--- src/rtl/stack_arbiter.sv ---
// Arbitrates NREQ requesters onto a single shared stack, one push or pop at a time.
// Define STACK_ARB_FIXED_PRIO_EN for fixed lowest-index priority instead of round-robin.
module stack_arbiter #(
  parameter int WIDTH = 8,
  parameter int NREQ  = 4
) (
  input  logic                  clk,
  input  logic                  rst_n,
  input  logic [NREQ-1:0]       req,
  input  logic [NREQ-1:0]       op,
  input  logic [NREQ*WIDTH-1:0] wdata,
  output logic [NREQ-1:0]       gnt,
  output logic [NREQ-1:0]       rsp_valid,
  output logic [WIDTH-1:0]      rsp_data,
  output logic                  rsp_err,
  output logic                  stk_push,
  output logic                  stk_pop,
  output logic [WIDTH-1:0]      stk_data_in,
  input  logic [WIDTH-1:0]      stk_data_out,
  input  logic                  stk_full,
  input  logic                  stk_empty
);

  localparam int IW = (NREQ > 1) ? $clog2(NREQ) : 1;

  typedef enum logic [1:0] {IDLE, ISSUE, WAIT, RESP} state_t;

  state_t          state;
  logic [IW-1:0]   cur;
  logic            cur_op;
  logic [IW-1:0]   win;
  logic            win_err;
  logic [WIDTH-1:0] win_data;

`ifdef STACK_ARB_FIXED_PRIO_EN
  function automatic logic [IW-1:0] pick(input logic [NREQ-1:0] r);
    logic [IW-1:0] sel;
    sel = '0;
    for (int i = NREQ - 1; i >= 0; i--) begin
      if (r[IW'(i)]) sel = IW'(i);
    end
    return sel;
  endfunction

  always_comb begin
    win = pick(req);
  end
`else
  logic [IW-1:0] last;

  // Scan downward so the requester closest after 'last' is the final (winning) assignment.
  function automatic logic [IW-1:0] pick(input logic [NREQ-1:0] r, input logic [IW-1:0] l);
    logic [IW-1:0] sel;
    int            j;
    sel = '0;
    for (int d = NREQ; d >= 1; d--) begin
      j = (int'(l) + d) % NREQ;
      if (r[IW'(j)]) sel = IW'(j);
    end
    return sel;
  endfunction

  always_comb begin
    win = pick(req, last);
  end
`endif

  always_comb begin
    win_err  = op[win] ? stk_empty : stk_full;
    win_data = wdata[int'(win)*WIDTH +: WIDTH];
  end

  always_ff @(posedge clk or negedge rst_n) begin
    if (!rst_n) begin
      state       <= IDLE;
`ifndef STACK_ARB_FIXED_PRIO_EN
      last        <= IW'(NREQ - 1);
`endif
      cur         <= '0;
      cur_op      <= 1'b0;
      gnt         <= '0;
      rsp_valid   <= '0;
      rsp_data    <= '0;
      rsp_err     <= 1'b0;
      stk_push    <= 1'b0;
      stk_pop     <= 1'b0;
      stk_data_in <= '0;
    end else begin
      case (state)
        IDLE: begin
          if (|req) begin
`ifndef STACK_ARB_FIXED_PRIO_EN
            last <= win;
`endif
            cur      <= win;
            cur_op   <= op[win];
            gnt[win] <= 1'b1;
            // Full/empty are stable here because no stack op is outstanding.
            if (win_err) begin
              rsp_valid[win] <= 1'b1;
              rsp_err        <= 1'b1;
              rsp_data       <= '0;
              state          <= RESP;
            end else begin
              stk_push    <= ~op[win];
              stk_pop     <= op[win];
              stk_data_in <= win_data;
              state       <= ISSUE;
            end
          end
        end
        ISSUE: begin
          gnt      <= '0;
          stk_push <= 1'b0;
          stk_pop  <= 1'b0;
          if (cur_op) begin
            state <= WAIT;
          end else begin
            rsp_valid[cur] <= 1'b1;
            rsp_data       <= '0;
            rsp_err        <= 1'b0;
            state          <= RESP;
          end
        end
        WAIT: begin
          rsp_valid[cur] <= 1'b1;
          rsp_data       <= stk_data_out;
          rsp_err        <= 1'b0;
          state          <= RESP;
        end
        RESP: begin
          gnt       <= '0;
          rsp_valid <= '0;
          state     <= IDLE;
        end
        default: state <= IDLE;
      endcase
    end
  end

  a_one_op: assert property (@(posedge clk) disable iff (!rst_n) !(stk_push && stk_pop));
  a_gnt_oh: assert property (@(posedge clk) disable iff (!rst_n) $onehot0(gnt));
  a_rsp_oh: assert property (@(posedge clk) disable iff (!rst_n) $onehot0(rsp_valid));

endmodule
--- config.mk ---
export PLATFORM = sky130hd
export DESIGN_NAME = stack_arbiter
export DESIGN_NICKNAME = d
export VERILOG_FILES = /design/src/rtl/stack_arbiter.sv
export SDC_FILE = /design/constraint.sdc
export NUM_CORES = 1
export LEC_CHECK = 0
export ABC_AREA = 1
export BUFFER_PORTS_ARGS = -buffer_cell sky130_fd_sc_hd__buf_4
export CORE_ASPECT_RATIO = 0.5
export CORE_MARGIN = 4
export CORE_UTILIZATION = 50
export CTS_CLUSTER_DIAMETER = 120
export DETAILED_ROUTE_END_ITERATION = 10
export HOLD_SLACK_MARGIN = 0.15
export PLACE_DENSITY = 0.86
export RECOVER_POWER = 100
export SYNTH_ARGS = -nofsm -noshare
export SYNTH_HDL_FRONTEND = slang
export SYNTH_SLANG_ARGS = --single-unit
--- constraint.sdc ---
create_clock -name clk -period 2.5 [get_ports clk]
set_input_delay 0.5 -clock clk [delete_from_list [all_inputs] [get_ports clk]]
set_output_delay 0.5 -clock clk [all_outputs]
set_load 0.02 [all_outputs]
# Word level (Yosys, flattened, before mapping)
# Cells that the tools add are included.
[word_totals] ff_bits=34 input_bits=52 output_inout_bits=27 wordCells=97
[op_classes] add_sub_neg=4 magnitude_cmp=8 eq_ne=7 shift=1 muxes=47 n_bitwise=5 n_reduce_logical=14
[ops] cell="$shiftx 32x6->8" n=1
[ops] cell="$mux 8" n=3
[ops] cell="$pmux 8 s3" n=1
[ops] cell="$mux 1" n=20
[ops] cell="$lt 2x4->1 const B" n=4
[ops] cell="$mux 4" n=4
[ops] cell="$pmux 4 s4" n=1
[ops] cell="$mux 2" n=6
[ops] cell="$or 4x4->4" n=3
[ops] cell="$bmux 1 s2" n=5
[ops] cell="$reduce_and 3->1" n=3
[ops] cell="$ne 2x2->1 const B" n=4
[ops] cell="$pmux 2 s4" n=1
[ops] cell="$pmux 4 s2" n=1
[ops] cell="$lt 2x3->1 const B" n=2
[ops] cell="$add 2x1->2 const B" n=2
[ops] cell="$add 2x2->2 const B" n=2
[ops] cell="$demux 1 s2" n=2
[ops] cell="$eq 2x2->1 const B" n=2
[ops] cell="$ge 2x1->1 const B" n=2
[ops] cell="$pmux 1 s2" n=2
[ops] cell="$reduce_and 2->1" n=2
[ops] cell="$reduce_and 4->1" n=1
[ops] cell="$reduce_bool 2->1" n=2
[ops] cell="8 further kinds" n=10

# Longest topological paths before layout
[depth] depth_word=16 depth_mapped=20

# Least setup slack after synthesis
# No wires, ideal clock.
[synth_timing] path_kind="register to register" startpoint="register last[0]" endpoint="register stk_pop" setup_ps=118 arrival_ps=1949 t_required_ps=2382 path_slack_ps=433 path_stages_with_launch=20 period_less_slack_ps=2067 path_cell_list="dfstp_2 buf_6 inv_6 nand2_1 nand2_1 nand2_1 nand2_1 nand2_2 nand3_2 nand2_4 nand2_2 nand2_1 nand2_2 nand2_4 nand2_4 nand2_4 nand3_4 buf_6 nand3_1 nand2_1"
[synth_between] elab_chain_len=13 word_cells_on_any_way=28
[synth_rtl] element="start, declared" line_no="49" source="logic [IW-1:0] last;"
[synth_rtl] element="start signal, assigned" line_no="77" source="last <= IW'(NREQ - 1);"
[synth_rtl] element="start signal, assigned" line_no="93" source="last <= win;"
[synth_rtl] element="$add 2x1->2" line_no="57" source="j = (int'(l) + d) % NREQ;"
[synth_rtl] element="$bmux 1 s2" line_no="58" source="if (r[IW'(j)]) sel = IW'(j);"
[synth_rtl] element="$mux 1 (implied by the code) (2 in series)" line_no="58"
[synth_rtl] element="$mux 2 (3 in series)" line_no="58"
[synth_rtl] element="$mux 2 (*)" line_no="58"
[synth_rtl] element="$bmux 1 s2 (*)" line_no="69, 106"
[synth_rtl] element="$mux 1 (implied by the code) (*)" line_no="69, 106"
[synth_rtl] element="$mux 1, on equally long branches" line_no="99, 69"
[synth_rtl] element="$mux 1 or $ne 2x2->1 (tied branches)"
[synth_rtl] element="$pmux 1 s2 or $reduce_and 3->1 (tied branches)"
[synth_rtl] element="end signal, assigned" line_no="106" source="stk_pop <= op[win];"
[synth_rtl] element="end, declared" line_no="17" source="output logic stk_pop,"
# Mark *: on every way between the ends. The rest lies on a longest branch, timed or not. The select of a mux whose other input is x is not followed.
# A chain may end at the register's enable or synchronous reset.

# Final worst setup path
[layout_timing] startpoint="register last[0]" endpoint="register stk_data_in[3]"
[layout_between] elab_chain_len=13 word_cells_on_any_way=26
[layout_rtl] element="$add 2x1->2" line_no="57"
[layout_rtl] element="$bmux 1 s2" line_no="58"
[layout_rtl] element="$mux 1 (implied by the code) (2 in series)" line_no="58"
[layout_rtl] element="$mux 2 (3 in series)" line_no="58"
[layout_rtl] element="$mux 2 (*)" line_no="58"
[layout_rtl] element="$bmux 1 s2" line_no="69" source="win_err = op[win] ? stk_empty : stk_full;"
[layout_rtl] element="$mux 1 (implied by the code)" line_no="69"
[layout_rtl] element="$mux 1" line_no="69"
[layout_rtl] element="$not 1->1 (no line)"
[layout_rtl] element="$reduce_and 3->1 (no line)"
[layout_rtl] element="end signal, assigned" line_no="107" source="stk_data_in <= win_data;"
[layout_rtl] element="end, declared" line_no="18" source="output logic [WIDTH-1:0] stk_data_in,"
# Marked as above.

==> results.md <==
- 79 I/O pins were placed.
- The via count of the first global-routing pass is 2,143.
- The global placement routability congestion is 0.904.
- The number of fill cells in the layout is 352.
- The fraction of synthesis flops using an asynchronous set or reset pin is 100%.
- The initial antenna violation count is 0.
- The total number of clock tree sinks is 34.
- In the synthesized netlist the dominant register cell turns out to be dfrtp_1.
- Entering global routing, the biggest net connects 35 pins.
- The y dimension of the die is 54.5 um.
- The detailed router finished its first iteration with 101 violations.
- STA classifies the critical path startpoint as a register.
- The die covers 5510 um2.
- The total negative slack for setup checks is 0 ns.
- In the routed layout, each cell is associated on average with a via count of 5.27.
- Detailed routing inserted a total of 2,268 vias.
- The achievable clock frequency is 432 MHz.
- The maximum VDD drop is 0.000693 V.
- The clock period could shrink to 2.31 ns.
- The post-route netlist has 26.9% of its cells at a drive strength greater than 1.
- Setup repair after global routing left no endpoint under its margin.
- The post-detailed-route wirelength per cell is 14.2 um.
- The tree is rooted in a clkbuf_8.
- From left edge to right edge, the die measures 101 um.
- Following the worst setup path forward leads to its endpoint at stk_data_in[3].
- The initial core utilization is 53.6%.
- Wires add up to 6090 um.
- The run finished, with violations left.
- The worst-margin pin slew is 1.75 ns.
- The total count of hold-check failures in the final report is 0.
- The number of setup buffers added after CTS is 0.
- The worst slack after detailed placement is 0.0943 ns.
- Detailed placement ended at an HPWL of 4380 um.
- The fraction of the yosys area taken by sequential cells is 39.4%.
- The count of input and output buffers is 78.
- The dominant combinational cell family by area after synthesis is simple AND/OR/NAND/NOR gates.
- The first detailed-routing pass took 4 iterations.
- The mean instance size in the synthesized netlist is 7.44 um2.
- The total CTS buffers is 5.
- Counting every instance in the synthesized netlist gives 291.
- The cell area after synthesis is 2170 um2.
- The synthesized netlist devotes 36.9% of its cell area to simple gates.
- For this run, design rule violations remaining after detail routing come to 0.
- The maximum fanout along the worst path is 9.
- The post-synth net total is 348.
- The count of flip-flops with a built-in enable after synthesis is 0.
- Relative to the synthesized area, the layout overhead comes to 31.9%.
- The fraction of post-synthesis cell area in the top cell type by area is 37.0%.
- The worst relative slew slack is -16.4%.
- The number of distinct library cells after synthesis is 26.
- The post-cts sizing count is 0.
- The total of warnings raised by yosys is 0.
- The hold buffer count at CTS is 0.
- The worst reg2reg path startpoint is last[0].
- The net count of the finished layout is 432.
- The antenna diode instance count is 0.
- For this run the aggregate overflow at the end of global routing stands at 0.
- The global-route wire length before repair is 9410 um.
- The clock transition time at the flip-flop clock pins of the worst setup and hold paths is 0.08 ns.
- The power density over cell area is 1540 nW/um2.
- The total of flip-flops plus latches after synthesis is 34.
- The count of maximum capacitance violations is 1.
- After synthesis, the share of cell area in mux cells is 0%.
- In this run the remaining antenna-violating nets after routing total 0.
- The H-tree was split into 2 levels.
- Of the available clock period, the critical path in the final layout requires 92.6%.
- The worst-skew pair later-pin latency is 0.29 ns.
- The number of cells traversed by the worst hold path is 2.
- The post-route worst setup slack is 0.186 ns.
- The xor-xnor portion of the synthesized cell area is 0%.
- After floorplanning, the core was divided into 16 placement rows.
- The worst setup path is of the register to register kind.
- TritonCTS built the clock tree.
- STA puts the critical path data required time at 2.68 ns.
- The total track usage is 22.2%.
- In this run the worst setup path begins at last[0].
- For the worst setup path, the data arrival time is 2.50 ns.
- Measured on the finished design, the core utilization comes to 70.6%.
- The static leakage is 1.50 nW.
- Of all cell types, the one taking the most synthesized area is dfrtp_1.
- The area of the placeable core is 4040 um2.
- The count of placed standard cells in the final layout, fillers left out is 430.
- Between clock sinks in the finished design, the worst skew comes to 0.00758 ns.
- Sorting the synthesized cells by area gives the leading types as dfrtp_1 (37%), nand2_1 (18%), inv_1 (5.5%).
- Setup violations remaining at the end of the flow were counted as 0.
- The synthesized netlist devotes 12.3% of its cell area to compound gates.
- Summing all multi-input logic gate instances after layout gives 1190 um2.
- The final reports fail on capacitance limit, slew limit.
- The worst register-to-register path ends at stk_data_in[3].
- The maximum clock insertion buffer count is 2.
- Across all register-to-register paths, the minimum setup slack is 0.19 ns.
- The design draws 0.00440 W.
- The path category of the worst min-delay check is register to register.
- Once placement completed, the tool counted placed cells totaling 419.
- The max-slew violation total from the final report came to 35.
- Summing the areas of all fa, ha and maj instances in the mapped netlist gives 2.89% of the synthesized area.
- Registers take 853 um2.
- The worst setup path is captured at a register.
- The cell count of the worst reg-to-reg path is 17.
==> power by group <==
group | total [W] | internal (W) | leakage (nW) | switching, W
clock network | 0.000509 | 0.000296 | 0.0504 | 0.000213
logic | 0.00295 | 0.000916 | 1.02 | 0.00203
registers | 0.000937 | 0.000785 | 0.434 | 0.000152
==> cells in the final DEF (no fill, tap or decap), drive strengths merged <==
cell type,Yosys,layout
nand2,120,120
buf,3,51
inv,36,36
clkbuf,2,33
dfrtp,32,32
o21ai,30,30
nand3,20,23
a21oi,13,13
nand4,12,12
nor2,10,10
ha,5,5
a22o,2,2
clkinvlp,0,2
dfstp,2,2
nand3b,2,2
nor4,1,1
clkinv,1,1
bufinv,0,1
==> how the worst min path moves through the flow <==
stage,start,end
global route,rsp_data[3],rsp_data[3]
global placement,rsp_data[6],rsp_data[6]
CTS,rst_n,rsp_valid[3]
finish,rsp_data[3],rsp_data[3]
floorplan,rst_n,cur[0]
detailed placement,rsp_data[3],rsp_data[3]
==> registers in the layout, summed over array words and instances (netlist names) <==
name and cells:
state 2, stk_data_in 8, cur_op 1, rsp_valid 4, last 2, stk_pop 1, cur 2, rsp_data 8
stk_push 1, rsp_err 1, gnt 4
==> area by class of cell <==
| cell class | count | share of cell area [%] |
|---|---|---|
| Clock buffer | 5 | 2.41 |
| Timing Repair Buffer | 79 | 17.1 |
| Multi-Input combinational cell | 218 | 41.7 |
| Inverter | 37 | 5.04 |
| Clock inverter | 3 | 1.58 |
| Tap cell | 54 | 2.37 |
| Sequential cell | 34 | 29.9 |
==> Yosys cell counts, types with 4 or more instances <==
cell and n:
a21oi_1 13, o21ai_1 4, nor2_2 4, nor2_1 6
nand4_1 12, nand2_1 106, inv_1 32, ha_1 5
o21ai_0 17, dfrtp_1 32, nand2_4 6, o21ai_2 9
nand2_2 8, nand3_1 16
==> per-stage QoR <==
stage | area [um2] | hold WS [ns]
after CTS | 2900 | 0.157
final | 2860 | 0.472
after floorplan | 2170 | 0.204
after global routing | 2860 | 0.493
after global placement | 2790 | 0.461
after detailed placement | 2790 | 0.460
==> cell families after synthesis <==
family                     Yosys count
AOI/OAI and AO/OA                   45
and+or+nand+nor                    165
buffers and inverters               42
adders and majority gates            5
DFF                                 34
==> metal layers <==
metal | global-route usage [%] | vias up | wire, um
met5 | 0 | - | 0
met1 | 26.7 | 1051 | 2530
met3 | 4.33 | 10 | 521
met4 | 9.49 | 0 | 78
met2 | 39.8 | 90 | 2960
li1 | - | 1117 | -
==> critical path, cell delays in order (launching register included) <==
cell and delay [ns]:
dfstp_2 0.64, inv_6 0.07, nand2_2 0.06, nand3_1 0.13, nand2_2 0.12, inv_1 0.05, nand2_2 0.07, nand3_2 0.10
nand2_4 0.12, nand2_1 0.05, nand2_1 0.07, nand2_2 0.09, nand2_4 0.10, nand2_4 0.05, nand2_4 0.11, nand3_4 0.15
nand2_1 0.15, o21ai_2 0.06
Note: power is estimated with default switching activity, not from simulation.
